[config.mk]
export PLATFORM = sky130hd
export DESIGN_NAME = result_display
export DESIGN_NICKNAME = d
export VERILOG_FILES = /design/src/rtl/result_display.sv
export SDC_FILE = /design/constraint.sdc
export NUM_CORES = 1
export LEC_CHECK = 0
export BUFFER_PORTS_ARGS = -buffer_cell sky130_fd_sc_hd__buf_2
export CORE_UTILIZATION = 31
export DETAILED_ROUTE_END_ITERATION = 7
export HOLD_SLACK_MARGIN = 0.15
export SLEW_MARGIN = 20
export SYNTH_ARGS = -nofsm -noshare
export SYNTH_HDL_FRONTEND = slang
export SYNTH_SLANG_ARGS = --single-unit
[constraint.sdc]
create_clock -name clk_i -period 2.25 [get_ports clk_i]
set_input_delay 0.1125 -clock clk_i [delete_from_list [all_inputs] [get_ports clk_i]]
set_output_delay 0.1125 -clock clk_i [all_outputs]
set_load 0.05 [all_outputs]
[src/rtl/result_display.sv]
// result_display
// Reader side of the accumulator result bus. The unsigned running total is
// converted to BCD by a sequential shift-add-3 (double-dabble) engine. The
// digits then drive DIGITS active-low seven-segment displays, with optional
// leading-zero blanking. A new conversion starts automatically whenever
// value_i differs from the last value converted.
//
// Ports
//   clk_i    system clock, rising edge
//   rst_ni   asynchronous reset, active-low
//   value_i  unsigned binary value to display
//   hex_no   segments, digit k = [7k+6:7k], order {g,f,e,d,c,b,a}, active-low
//   busy_o   high while a conversion is in progress
//   valid_o  high once hex_no shows a converted value (sticky until reset)
//
// Handshake: there is none on value_i. The block samples value_i whenever it
// is idle and the value differs from the last value converted, or when a
// conversion is pending after reset. Changes to value_i during a conversion
// are picked up in the idle cycle that follows it. The FSM state is held in
// state_q.
module result_display #(
  parameter int WIDTH    = 10,
  parameter int DIGITS   = 4,
  parameter int BLANK_LZ = 1
) (
  input  logic                clk_i,
  input  logic                rst_ni,
  input  logic [WIDTH-1:0]    value_i,
  output logic [7*DIGITS-1:0] hex_no,
  output logic                busy_o,
  output logic                valid_o
);

  // One nibble beyond the displayed digits catches values >= 10^DIGITS.
  localparam int BW = 4 * DIGITS + 4;
  localparam int CW = $clog2(WIDTH + 1);

  typedef enum logic [1:0] {
    ST_IDLE  = 2'd0,
    ST_SHIFT = 2'd1,
    ST_LATCH = 2'd2
  } state_e;

  state_e              state_q, state_d;
  logic [WIDTH-1:0]    bin_q, bin_d;
  logic [WIDTH-1:0]    snap_q, snap_d;
  logic [BW-1:0]       bcd_q, bcd_d;
  logic [CW-1:0]       cnt_q, cnt_d;
  logic                pend_q, pend_d;
  logic                ovf_q, ovf_d;
  logic [7*DIGITS-1:0] hex_q, hex_d;
  logic                busy_q, busy_d;
  logic                valid_q, valid_d;

  logic [BW-1:0]       bcd_adj;
  logic [7*DIGITS-1:0] hex_dec;

  function automatic logic [6:0] seg7(input logic [3:0] d);
    case (d)
      4'd0:    seg7 = 7'b1000000;
      4'd1:    seg7 = 7'b1111001;
      4'd2:    seg7 = 7'b0100100;
      4'd3:    seg7 = 7'b0110000;
      4'd4:    seg7 = 7'b0011001;
      4'd5:    seg7 = 7'b0010010;
      4'd6:    seg7 = 7'b0000010;
      4'd7:    seg7 = 7'b1111000;
      4'd8:    seg7 = 7'b0000000;
      4'd9:    seg7 = 7'b0010000;
      default: seg7 = 7'b0111111;
    endcase
  endfunction

  // Add-3 correction, per nibble with no carry between nibbles.
  always_comb begin
    bcd_adj = bcd_q;
    for (int n = 0; n < DIGITS + 1; n++) begin
      if (bcd_q[4*n +: 4] >= 4'd5) begin
        bcd_adj[4*n +: 4] = bcd_q[4*n +: 4] + 4'd3;
      end
    end
  end

  // Segment decode of the finished BCD value. Overflow also covers a set bit
  // shifted out of the top nibble (ovf_q). Without it, a value that is too
  // large for even the extra nibble would wrap and show wrong digits.
  always_comb begin
    logic       lead_zero;
    logic       over;
    logic [3:0] digit;
    hex_dec   = '1;
    lead_zero = 1'b1;
    over      = ovf_q | (bcd_q[BW-1 -: 4] != 4'd0);
    for (int k = DIGITS - 1; k >= 0; k--) begin
      digit = bcd_q[4*k +: 4];
      if (digit != 4'd0) lead_zero = 1'b0;
      if (over) begin
        hex_dec[7*k +: 7] = 7'b0111111;
      end else if ((BLANK_LZ != 0) && lead_zero && (k > 0)) begin
        hex_dec[7*k +: 7] = 7'b1111111;
      end else begin
        hex_dec[7*k +: 7] = seg7(digit);
      end
    end
  end

  always_comb begin
    state_d = state_q;
    bin_d   = bin_q;
    snap_d  = snap_q;
    bcd_d   = bcd_q;
    cnt_d   = cnt_q;
    pend_d  = pend_q;
    ovf_d   = ovf_q;
    hex_d   = hex_q;
    busy_d  = busy_q;
    valid_d = valid_q;
    case (state_q)
      ST_IDLE: begin
        if (pend_q || (value_i != snap_q)) begin
          state_d = ST_SHIFT;
          bin_d   = value_i;
          snap_d  = value_i;
          bcd_d   = '0;
          cnt_d   = '0;
          pend_d  = 1'b0;
          ovf_d   = 1'b0;
          busy_d  = 1'b1;
        end
      end
      ST_SHIFT: begin
        {bcd_d, bin_d} = {bcd_adj[BW-2:0], bin_q, 1'b0};
        ovf_d          = ovf_q | bcd_adj[BW-1];
        cnt_d          = cnt_q + CW'(1);
        if (cnt_q == CW'(WIDTH - 1)) state_d = ST_LATCH;
      end
      ST_LATCH: begin
        hex_d   = hex_dec;
        valid_d = 1'b1;
        busy_d  = 1'b0;
        state_d = ST_IDLE;
      end
      default: state_d = ST_IDLE;
    endcase
  end

  always_ff @(posedge clk_i or negedge rst_ni) begin
    if (!rst_ni) begin
      state_q <= ST_IDLE;
      bin_q   <= '0;
      snap_q  <= '0;
      bcd_q   <= '0;
      cnt_q   <= '0;
      pend_q  <= 1'b1;
      ovf_q   <= 1'b0;
      hex_q   <= '1;
      busy_q  <= 1'b0;
      valid_q <= 1'b0;
    end else begin
      state_q <= state_d;
      bin_q   <= bin_d;
      snap_q  <= snap_d;
      bcd_q   <= bcd_d;
      cnt_q   <= cnt_d;
      pend_q  <= pend_d;
      ovf_q   <= ovf_d;
      hex_q   <= hex_d;
      busy_q  <= busy_d;
      valid_q <= valid_d;
    end
  end

  assign hex_no  = hex_q;
  assign busy_o  = busy_q;
  assign valid_o = valid_q;

endmodule

Word-level counts from Yosys, hierarchy flattened. Memories as Yosys holds them, arrays and structs flattened. Index checks and enable logic that the tools add are counted.

Flip-flop bits (word level): 78. Output and inout bits: 30. Memories: 4. Logic and storage cells: 73. Bits in read-only memories: 448. Bits of input ports: 12.

Reductions and logical operators: 12. Add/subtract/negate cells: 6. Bitwise logic cells: 2. $lt $le $gt $ge: 5. Equality and inequality tests: 6. Mux-type cells: 28.

Memory list: (name not given) (depth 16, width 7, read ports 1, clocked after memory_dff 0, wr ports 0, RTL line 59) `case (d)`; (name not given) (depth 16, width 7, read ports 1, clocked after memory_dff 0, wr ports 0, RTL line 59); (name not given) (depth 16, width 7, read ports 1, clocked after memory_dff 0, wr ports 0, RTL line 59); (name not given) (depth 16, width 7, read ports 1, clocked after memory_dff 0, wr ports 0, RTL line 59).

Operators with widths (number): 7-bit 2-to-1 mux (7); 20-bit one-hot mux with 2 select lines (1); 4-bit 2-to-1 mux (6); 4-bit by 2-bit adder with 4-bit output (second input constant) (5); 4-bit by 3-bit >= comparator with 1-bit output (second input constant) (5); 20-bit 2-to-1 mux (1); 10-bit one-hot mux with 2 select lines (1); 4-bit nonzero test (4); 10-bit 2-to-1 mux (1); 10-bit inequality test (1); 4-bit one-hot mux with 2 select lines (1); 2-bit AND reduction (4); 1-bit 2-to-1 mux (5); 4-bit by 1-bit adder with 4-bit output (second input constant) (1); 4-bit equality test (second input constant) (1); 2-bit 2-to-1 mux (2); 2-bit inequality test (second input constant) (2); 1-bit one-hot mux with 2 select lines (2); 2-bit one-hot mux with 2 select lines (1); 2-bit nonzero test (2); 2-bit by 1-bit equality test with 1-bit output (second input constant) (1); 2-bit equality test (second input constant) (1); 2-bit zero test (1); 1-bit bitwise OR (2); 1-bit logical OR (1).

Longest topological paths before layout.
Depth after elaboration: 6. Mapped depth: 7. Gate-level depth less buffers: 7.

Worst setup path after synthesis. Ideal clock, no wire load.

Kind: flip-flop to flip-flop. Start point: register snap_q[3]. End point: register bin_q[2]. Buffers on the path: 1. Setup time: 0.126 ns. Arrival: 1.836 ns. Required time: 2.124 ns. Path slack: 0.287 ns. Period minus slack after synthesis: 1.963 ns. Cell stages (with the launch flop): 7. Path through: dfrtp_1 > xor2_1 > a211o_1 > or4_4 > buf_6 > mux2i_1 > a221o_2.

Cells in the longest elaborated chain, start to end: 4.

Ends and longest elaborated chain: start, declared (RTL line 46) `logic [WIDTH-1:0] snap_q, snap_d;`; start signal, assigned (RTL line 162) `snap_q <= snap_d;`; 10-bit inequality test (RTL line 120) `if (pend_q || (value_i != snap_q)) begin`; 1-bit logical OR (RTL line 120); 2-bit inequality test (no source line); 2-bit AND reduction (no source line); end signal, assigned (RTL line 161) `bin_q <= bin_d;`; end, declared (RTL line 45) `logic [WIDTH-1:0] bin_q, bin_d;`.

No other way between the ends. A chain may end at the register's enable or synchronous reset.

Final worst setup path.
Start point: input port value_i[3]. End point: register bin_q[5].

Cells in the longest elaborated chain, start to end: 4.

Ends and longest elaborated chain: start, declared (RTL line 28) `input logic [WIDTH-1:0] value_i,`; 10-bit inequality test (RTL line 120); 1-bit logical OR (RTL line 120); 2-bit inequality test (no source line); 2-bit AND reduction (no source line).

No other way between the ends.

==> impl_metrics.ini <==
[run_status]
status = completed

[finish]
drive_above_1_share_pct = 24.8
syn2layout_area_growth_pct = 22.2
finalInstanceArea_sq_um = 5260
final_nets = 531
final_cells = 675
num_antenna_cells = 0

[setup_path]
cp-start-kind = input pin
cp_data_required_time_ns = 2.47
critPathArrivalTime_ns = 2.33
crit_start = value_i[3]
rr_startpoint = bcd_q[16]
end_kind = register
crit-reg2reg-capture = hex_no[23]
critPathKind = in -> reg
cp_top_family = buffers and inverters
path_max_fanout = 8
crit_chain = dlygate4sd3_1 > buf_2 > xor2_1 > a211o_1 > or4_4 > mux2i_1 > a221o_2
r2r_slack_ns = 0.20
slowest_stage = or4_4
reg2regPathDepth = 8
cpPeakStageDelay_ns = 0.65
path_buf_inv = 2

[pwr]
power_uw = 8630
peakVddDrop_mv = 0.473
powerDensity_nw_per_um2 = 1640
p_leak_uw = 0.00237

[worst_hold_path]
hold_class = in -> async

[grt]
grt_pass1_wl_um = 16200
grt_util_met2_pct = 22.9
antenna_found_initial = 0
met3_usage_pct = 3.28
grt_max_degree = 34
grt_overflow = 0
busiest_layer = met2
use_met1_pct = 18.5
track_usage_pct = 14.4
grt_pass1_vias = 3370

[sta]
worstMarginPinSlew_ns = 0.649
finalClockSkew_ns = 0.00824
rsz0062_at_grt = false
max_freq_mhz = 474
period_share_pct = 93.8
drv_slew = 0
period_needed_ns = 2.11
fin_tns_setup_ns = 0
hold_slack_ns = 0.280
maxSlewHeadroom_pct = 56.5
setup_viol = 0
finalHoldViolCount = 0

[die]
start_util_pct = 32.1
die_x_um = 120
die-area_sq_um = 14400
io-pin-count = 42
core_sq_um = 13400
die_h_um = 120
rows = 42

[synth]
ys_seq_elements = 78
synth.area.top_cells = dfrtp_1 28%, dfstp_2 18%, ha_1 7.3%, nor2_1 4.1%, a22o_1 3.7%
synth_common_cells = 49 x dfrtp_1, 47 x nor2_1, 36 x nand2_1
yosys.area.top_type_share_pct = 28.5
syn_nets = 469
yosysMostFrequentCell = dfrtp_1
ys_seq_area_share_pct = 46.2
synth_flop_cell = dfrtp_1
synthArstFlopShare_pct = 100
syn_area_sq_um = 4300
syn_inst = 432
synth_cell_types = 52
synth_enable_flop_cells = 0
syn_area_per_cell_sq_um = 9.96
synth_top_cell_by_area = dfrtp_1
ys_warn_count = 0

[drt]
viasPerCell = 4.93
wl_per_cell_um = 14.1
dr.pass1.iters = 4
drtIter0Drc = 207
vias = 3331
drc = 0
wl_um = 9490
ant_nets = 0

[placement]
gp_congestion = 0.835
dp_hpwl_um = 6690
dp_cells = 645
place_area_sq_um = 4800
numPortBuffers = 41

[clock_tree]
cts_buffers = 9
cts_max_path_buffers = 2
cts_tree = done
path_clk_slew_ns = 0.06
insertion_delay_ns = 0.34
cts-root-buf = clkbuf_16
htree_levels = 3
clkSinkCount = 78

[job]
max_cap_viol_count = 0
## layout by cell type, fill, tap and decap left out, types with 2 or more instances in the layout
| master | count |
|---|---|
| dfrtp_1 | 49 |
| nor2_1 | 47 |
| buf_2 | 40 |
| nand2_1 | 36 |
| dfstp_2 | 29 |
| a21oi_1 | 26 |
| o21ai_0 | 25 |
| ha_1 | 25 |
| inv_1 | 23 |
| buf_4 | 20 |
| a22o_1 | 18 |
| o22a_1 | 14 |
| xnor2_1 | 13 |
| dlygate4sd3_1 | 11 |
| nand2b_1 | 10 |
| mux2i_1 | 9 |
| clkbuf_16 | 9 |
| nor3_1 | 6 |
| o2bb2ai_1 | 6 |
| mux2_2 | 6 |
| a31oi_1 | 5 |
| o21bai_1 | 5 |
| a221o_2 | 5 |
| a21o_1 | 5 |
| nand3_1 | 4 |
| nor3b_1 | 4 |
| a211o_1 | 4 |
| and3_1 | 4 |
| a32o_1 | 3 |
| clkbuf_1 | 3 |
| buf_12 | 3 |
| nor2b_1 | 2 |
| o21ai_1 | 2 |
| o31ai_1 | 2 |
| o41ai_1 | 2 |
| o311ai_2 | 2 |
| a221oi_1 | 2 |
| bufinv_16 | 2 |
## metrics by stage
stage | setup slack [ns] | util [%]
CTS | 0.0923 | 38.9
global route | 0.0330 | 39.3
finish | 0.139 | 39.3
detailed placement | 0.117 | 35.8
floorplan | 0.287 | -
global placement | 0.176 | 35.8
## worst max path at each step
stage | endpoint | slack, ns | depth (start not counted)
floorplan | bin_q[2] | 0.29 | 6
global placement | hex_no[16] | 0.18 | 7
detailed placement | hex_no[9] | 0.12 | 6
CTS | hex_no[10] | 0.09 | 6
global route | hex_no[23] | 0.03 | 8
finish | bin_q[5] | 0.14 | 7
## final cells by class
type                    count  area, sq um
well taps                 176          220
clock inverters             4         71.3
fillers                  1310         8140
repair buffers             74          520
flip-flops and latches     78         1990
multi-input cells         308         2140
inverters                  23         86.3
clock buffers              12          236
## worst reg2reg max path, stage by stage (launching register included)
cell,delay (ns)
dfrtp_1,0.42
inv_1,0.13
ha_1,0.15
or4b_1,0.56
nor2_4,0.19
buf_4,0.15
o21ai_1,0.13
a31oi_1,0.20
nor2_1,0.06
## cell families after synthesis
kind of cell / share of synthesized area [%]
compound gates: 22.1
simple gates: 13.5
flops: 46.2
buf+inv: 4.39
fa+ha+maj: 7.27
mux: 3.66
xor+xnor: 2.85
## flip-flops by register name (all words and copies together), names as in the netlist, 2 cells and up
register and cells:
state_q 2, hex_no 28, cnt_q 4, bin_q 10
bcd_q 20, snap_q 10
## layer usage
metal / up-vias / share of wire, %
li1: 1669 / -
met1: 1588 / 47
met2: 64 / 48
met3: 10 / 3.7
met4: 0 / 1.1
met5: - / 0
## where the power goes
part / leakage (uW) / internal (uW) / switching [uW]
clock: 0.000144 / 968 / 544
combinational: 0.00133 / 1750 / 2560
sequential: 0.000899 / 2190 / 609
## timing repair
action | CTS | global route
hold buffers | 11 | 0
resized for setup | 0 | 1
setup endpoints to repair | 0 | 7
buffers inserted | 0 | 3
hold endpoints to repair | 48 | 0
Note: power is estimated with default switching activity, not from simulation.
